<file path="src/rtl/rob_alloc_commit.sv">
// rob_alloc_commit: in-order reorder buffer.
// Grants tail tags to renamed instructions and records execution writeback.
// Retires the head entry once it is done, and flushes the whole buffer when a
// retiring entry carries a branch redirect or an exception.
module rob_alloc_commit #(
  parameter int ROB_DEPTH      = 8,
  parameter int DATA_WIDTH     = 32,
  parameter int GPR_ADDR_WIDTH = 5
) (
  input  logic                         clk,
  input  logic                         rst,
  // rename / dispatch side
  input  logic                         alloc_req,
  input  logic [GPR_ADDR_WIDTH-1:0]    alloc_dst_addr,
  input  logic                         alloc_dst_wen,
  output logic                         allocate_en,
  output logic [$clog2(ROB_DEPTH)-1:0] rob_alloc_tag_2rat,
  output logic [GPR_ADDR_WIDTH-1:0]    rob_alloc_dst_addr_2rat,
  output logic                         rob_alloc_dst_wen_2rat,
  output logic                         rob_full,
  output logic                         rob_empty,
  // execution writeback
  input  logic                         wb_en,
  input  logic [$clog2(ROB_DEPTH)-1:0] wb_tag,
  input  logic [DATA_WIDTH-1:0]        wb_data,
  input  logic                         wb_br_taken,
  input  logic                         wb_exp,
  // operand bypass lookup
  input  logic [$clog2(ROB_DEPTH)-1:0] rd_tag,
  output logic                         rd_done,
  output logic [DATA_WIDTH-1:0]        rd_data,
  // retirement
  output logic                         commit_dst_en,
  output logic [GPR_ADDR_WIDTH-1:0]    rob_commit_dst_addr_2rat,
  output logic [$clog2(ROB_DEPTH)-1:0] rob_commit_Paddr,
  output logic [DATA_WIDTH-1:0]        rob_commit_data,
  output logic                         rob_commit_br_taken,
  output logic                         rob_commit_exp_en
);

  localparam int TAG_W = $clog2(ROB_DEPTH);
  localparam int PTR_W = TAG_W + 1;
  localparam logic [PTR_W-1:0]     PTR_ZERO  = {PTR_W{1'b0}};
  localparam logic [PTR_W-1:0]     PTR_ONE   = {{TAG_W{1'b0}}, 1'b1};
  localparam logic [ROB_DEPTH-1:0] ENT_ZERO  = {ROB_DEPTH{1'b0}};
  localparam logic [TAG_W-1:0]     TAG_ZERO  = {TAG_W{1'b0}};
  localparam logic [DATA_WIDTH-1:0] DATA_ZERO = {DATA_WIDTH{1'b0}};
  localparam logic [GPR_ADDR_WIDTH-1:0] GPR_ZERO = {GPR_ADDR_WIDTH{1'b0}};

  // Pointers carry an extra wrap bit so full and empty are distinguishable
  // when the indices coincide.
  logic [PTR_W-1:0]          head_r;
  logic [PTR_W-1:0]          tail_r;

  // Per-entry status flags, one bit per entry.
  logic [ROB_DEPTH-1:0]      valid_r;
  logic [ROB_DEPTH-1:0]      done_r;
  logic [ROB_DEPTH-1:0]      dst_wen_r;
  logic [ROB_DEPTH-1:0]      br_taken_r;
  logic [ROB_DEPTH-1:0]      exp_r;

  // Per-entry payload.
  logic [GPR_ADDR_WIDTH-1:0] dst_addr_r [ROB_DEPTH];
  logic [DATA_WIDTH-1:0]     data_r     [ROB_DEPTH];

  logic [TAG_W-1:0]          head_idx_s;
  logic [TAG_W-1:0]          tail_idx_s;
  logic                      full_s;
  logic                      empty_s;
  logic                      commit_valid_s;
  logic                      commit_exp_s;
  logic                      commit_br_s;
  logic                      flush_s;
  logic                      alloc_fire_s;
  logic                      wb_hit_s;

  // Decode pointer state into status, retirement and flush conditions.
  always_comb begin
    head_idx_s     = head_r[TAG_W-1:0];
    tail_idx_s     = tail_r[TAG_W-1:0];
    full_s         = (head_idx_s == tail_idx_s) && (head_r[TAG_W] != tail_r[TAG_W]);
    empty_s        = (head_r == tail_r);
    commit_valid_s = valid_r[head_idx_s] & done_r[head_idx_s];
    // An exception outranks a branch redirect on the same retiring entry.
    commit_exp_s   = commit_valid_s & exp_r[head_idx_s];
    commit_br_s    = commit_valid_s & br_taken_r[head_idx_s] & ~exp_r[head_idx_s];
    flush_s        = commit_exp_s | commit_br_s;
    // Full refuses allocation even if the head retires on the same edge.
    alloc_fire_s   = alloc_req & ~full_s & ~flush_s;
    // Writeback to an entry not currently valid is dropped; this also drops
    // a writeback aimed at the slot being allocated on the same edge.
    wb_hit_s       = wb_en & valid_r[wb_tag];
  end

  // Drive the allocation, bypass and retirement outputs.
  always_comb begin
    allocate_en             = alloc_fire_s;
    rob_alloc_tag_2rat      = tail_idx_s;
    rob_alloc_dst_addr_2rat = alloc_dst_addr;
    rob_alloc_dst_wen_2rat  = alloc_dst_wen;
    rob_full                = full_s;
    rob_empty               = empty_s;
    rd_done                 = valid_r[rd_tag] & done_r[rd_tag];
    rd_data                 = data_r[rd_tag];
    rob_commit_br_taken     = commit_br_s;
    rob_commit_exp_en       = commit_exp_s;
    commit_dst_en           = 1'b0;
    rob_commit_Paddr        = TAG_ZERO;
    rob_commit_dst_addr_2rat = GPR_ZERO;
    rob_commit_data         = DATA_ZERO;
    if (commit_valid_s) begin
      // A faulting instruction must not update architectural state.
      commit_dst_en            = dst_wen_r[head_idx_s] & ~exp_r[head_idx_s];
      rob_commit_Paddr         = head_idx_s;
      rob_commit_dst_addr_2rat = dst_addr_r[head_idx_s];
      rob_commit_data          = data_r[head_idx_s];
    end else begin
      commit_dst_en            = 1'b0;
      rob_commit_Paddr         = TAG_ZERO;
      rob_commit_dst_addr_2rat = GPR_ZERO;
      rob_commit_data          = DATA_ZERO;
    end
  end

  // Advance head on retirement and tail on allocation; a flush rewinds both.
  always_ff @(posedge clk or posedge rst) begin
    if (rst) begin
      head_r <= PTR_ZERO;
      tail_r <= PTR_ZERO;
    end else if (flush_s) begin
      head_r <= PTR_ZERO;
      tail_r <= PTR_ZERO;
    end else begin
      if (commit_valid_s) begin
        head_r <= head_r + PTR_ONE;
      end
      if (alloc_fire_s) begin
        tail_r <= tail_r + PTR_ONE;
      end
    end
  end

  // Maintain per-entry status flags: writeback, retirement and allocation.
  always_ff @(posedge clk or posedge rst) begin
    if (rst) begin
      valid_r    <= ENT_ZERO;
      done_r     <= ENT_ZERO;
      dst_wen_r  <= ENT_ZERO;
      br_taken_r <= ENT_ZERO;
      exp_r      <= ENT_ZERO;
    end else if (flush_s) begin
      // Same-edge writeback and allocation are discarded along with the flush.
      valid_r <= ENT_ZERO;
      done_r  <= ENT_ZERO;
    end else begin
      if (wb_hit_s) begin
        done_r[wb_tag]     <= 1'b1;
        br_taken_r[wb_tag] <= wb_br_taken;
        exp_r[wb_tag]      <= wb_exp;
      end
      if (commit_valid_s) begin
        valid_r[head_idx_s] <= 1'b0;
      end
      // Allocation is applied last so it wins over anything else on its slot.
      if (alloc_fire_s) begin
        valid_r[tail_idx_s]    <= 1'b1;
        done_r[tail_idx_s]     <= 1'b0;
        dst_wen_r[tail_idx_s]  <= alloc_dst_wen;
        br_taken_r[tail_idx_s] <= 1'b0;
        exp_r[tail_idx_s]      <= 1'b0;
      end
    end
  end

  // Capture payload: destination at allocation, result at writeback.
  always_ff @(posedge clk or posedge rst) begin
    if (rst) begin
      for (int i = 0; i < ROB_DEPTH; i++) begin
        dst_addr_r[i] <= GPR_ZERO;
        data_r[i]     <= DATA_ZERO;
      end
    end else if (!flush_s) begin
      if (wb_hit_s) begin
        data_r[wb_tag] <= wb_data;
      end
      if (alloc_fire_s) begin
        dst_addr_r[tail_idx_s] <= alloc_dst_addr;
      end
    end
  end

endmodule

</file>
<file path="config.mk">
export PLATFORM = sky130hd
export DESIGN_NAME = rob_alloc_commit
export DESIGN_NICKNAME = d
export VERILOG_FILES = /design/src/rtl/rob_alloc_commit.sv
export SDC_FILE = /design/constraint.sdc
export NUM_CORES = 1
export LEC_CHECK = 0
export BUFFER_PORTS_ARGS = -buffer_cell sky130_fd_sc_hd__buf_2
export CAP_MARGIN = 30
export CORE_MARGIN = 2
export CORE_UTILIZATION = 65
export DETAILED_ROUTE_END_ITERATION = 6
export GPL_TIMING_DRIVEN = 0
export HOLD_SLACK_MARGIN = 0.05
export PLACE_DENSITY = 0.91
export SLEW_MARGIN = 20
export SYNTH_ARGS = -nofsm -noshare
export SYNTH_HDL_FRONTEND = slang
export SYNTH_SLANG_ARGS = --single-unit
</file>
<file path="constraint.sdc">
create_clock -name clk -period 28.2 [get_ports clk]
set_clock_uncertainty 0.2 [all_clocks]
set_input_delay 2.82 -clock clk [delete_from_list [all_inputs] [get_ports clk]]
set_output_delay 2.82 -clock clk [all_outputs]
set_load 0.03 [all_outputs]
</file>
==> reports/results.ini <==
[final_layout]
drive_above_1_share_pct=50.27
area_delta_synth_final_pct=14.04
fin_nets=1492
nFillCells=1516

[sta]
setup_ws_ns=19.47
finalSetupViolCount=0
fin_crit_sh_pct=30.94
fin_setup_tns_ns=0
hold_viol_final=0
slew_headroom_pct=33.05
fin_crit_ns=8.726
finalMaxSlewViolations=0
tightest_slew_ns=1.004
max_freq_mhz=114.6
grt_setup_unrepaired=no

[global_routing]
antenna_found_initial=3
first_global_vias=13600
grt_max_degree=101
grt_pass1_wl_mm=81.09
track_usage_pct=38.02
grt_overflow=0

[clock_network]
ctsLongestPathBuffers=3
cts_tree=done
cts_max_level=2
clk_pin_slew_ns=0.06
clock-sinks=344
holdBufCountCts=0
postCtsSetupBuffers=0
cts_made_buffers=37
cts_root_buffer=clkbuf_16
worstSkewPairLatency_ns=0.53
ctsResizeCount=0

[detailed_routing]
viasPerCell=7.268
drtIter0Drc=1730
ant_nets=0
wl_per_cell_um=30.04
wirelength_mm=54.44
vias=13170
dr.pass1.iters=6
drc=0

[setup_path]
slowest_stage=clkbuf_1
worstPathCellList=clkbuf_1 -> clkbuf_1 -> clkbuf_1 -> mux4_2 -> mux2_2 -> buf_2
critPathMaxStageDelay_ns=0.70
startpoint_type=primary input
cp_data_required_time_ns=25.18
cp.arrival_ns=5.71
crit_top_cell=clkbuf_1
critPathKind=in2out
crit_fanout=10
cp-end-kind=output port

[power_and_ir_drop]
leakagePower_uw=0.008763
peakVddDrop_mv=0.09904
powerDensity_mw_per_mm2=130.7

[synth]
synth_warnings=0
synth_top_area_share_pct=48.07
ys_ff_latch=344
synth_cells=1255
seq_area_frac_synth_pct=48.07
yosys.area.top_type=dfrtp_1
synth_fp_nets=1307
synth_cell_types=48
syn_avg_cell_area_um2=14.27
syn_area_mm2=0.01791
synth.area.top_cells=dfrtp_1, mux2_2, mux4_2

[floorplanning]
fp.dieArea_mm2=0.02889
dieWidth_um=170.0
coreArea_mm2=0.02703
initial_utilization_pct=66.25
die_h_um=170.0
num_rows=60
ios=138

[hold_path]
hold_path.class=reg2reg

[place]
dp_slack_ns=19.46
portBuffers=133
gp_congestion=0.9432
place_hpwl_mm=33.70

[status]
status=complete, no violations

[flow_run]
maxCapViolations=0

==> placed cells by master, fill, tap and decap left out, types with 8 or more instances in the layout <==
cell,instances
mux2_1,12
nor3_1,13
a21oi_1,46
dfrtp_1,344
o21ai_0,20
buf_1,19
nand2_1,122
mux4_2,147
mux2_2,324
nand3_1,11
clkbuf_16,37
buf_6,15
clkinv_2,8
buf_2,165
clkbuf_8,10
nor2_1,33
clkbuf_1,36
buf_4,11
o2bb2ai_1,16
==> cell families (layout without fill, tap and decap cells) <==
logic type,after synthesis,after routing,share of synthesized area [%]
AND/OR/NAND/NOR,206,206,4.996
adder cells (fa/ha/maj),2,2,0.1397
flip-flops,344,344,48.07
multiplexers,484,484,39.68
XOR/XNOR,8,8,0.3913
other,0,3,0
buffers and inverters,104,317,2.928
AO/OA/AOI/OAI,107,107,3.794
==> power breakdown <==
part	switching, uW	leakage [uW]	internal [uW]
logic	658	0.00397	580
registers	203	0.00420	741
clock network	207	0.000598	279
==> critical path: cells and delay by family <==
kind	cells	cell delay [ns]
buf+inv	4	2.12
mux	2	0.75
==> through the flow <==
step	total power [uW]	utilization, %	area [um2]	hold WS [ns]	std cells
2_1_floorplan	1752	-	17910	0.2671	1255
3_3_place_gp	2012	70.30	19000	0.2806	1729
3_5_place_dp	2093	70.98	19180	0.2897	1739
4_1_cts	2609	75.39	20380	0.3034	1806
5_1_grt	2757	75.55	20420	0.3122	1811
6_report	2668	75.56	20420	0.3041	1812
==> synthesized netlist by cell type, drive strengths merged <==
cell type and n:
and2 4, o32a 1, o311ai 1, a41o 1, o22ai 1, xnor2 6
o41ai 2, a22oi 1, and3 2, or2 1, nor2 37, nor4 1
or3 1, o2bb2ai 16, o211a 1, o221a 1, a21oi 46, o211ai 1
mux2 336, xor2 2, o31ai 3, a21o 2, nand2 123, nor2b 5
clkbuf 28, o21ai 20, inv 7, o221ai 2, mux2i 1, buf 69
o22a 1, o21a 1, nand2b 3, dfrtp 344, nand3b 3, nand3 11
a31oi 6, mux4 147, nor3 15, ha 2
==> area by class of cell <==
class                           instances  area, um2  area share [%]
Timing Repair Buffer                  146      880.8           4.313
Clock buffer                           55       1094           5.355
Sequential cell                       344       8608           42.15
Clock inverter                         12      98.84          0.4840
Tap cell                              341      426.7           2.089
Inverter                                7      33.78          0.1654
Antenna cell                            3      7.507         0.03676
Buffer                                 97      498.0           2.439
Multi-Input combinational cell        807       8773           42.96
==> state kept, by name, indices dropped and copies added, names as in the netlist <==
register / count
data_r: 256
dst_addr_r: 40
br_taken_r: 8
done_r: 8
dst_wen_r: 8
exp_r: 8
valid_r: 8
head_r: 4
tail_r: 4
==> routing by layer <==
layer / vias to the layer above / share of wire, % / GRT usage (%)
met5: - / 0 / 0
met2: 1146 / 47 / 57.66
met3: 309 / 12 / 10.74
met1: 6590 / 35 / 49.35
li1: 5125 / - / -
met4: 0 / 6.4 / 23.30
==> final timing paths <==
| path | start | slack, ns | cells past startpoint | to |
|---|---|---|---|---|
| setup / recovery | rd_tag[0] | 19.47 | 6 | rd_data[22] |
| hold / removal | dst_wen_r[7]$_DFFE_PP0P_ | 0.30 | 1 | dst_wen_r[7]$_DFFE_PP0P_ |
| setup reg to reg | head_r[1]$_DFFE_PP0P_ | 24.66 | 8 | head_r[3]$_DFFE_PP0P_ |
| hold reg to reg | dst_wen_r[7]$_DFFE_PP0P_ | 0.30 | 1 | dst_wen_r[7]$_DFFE_PP0P_ |
| max in group asynchronous | rst | 23.93 | 6 | data_r[245]$_DFFE_PP0P_ |
| min in group asynchronous | rst | 2.04 | 2 | dst_addr_r[26]$_DFFE_PP0P_ |
Power figures use the tool's default switching activity.
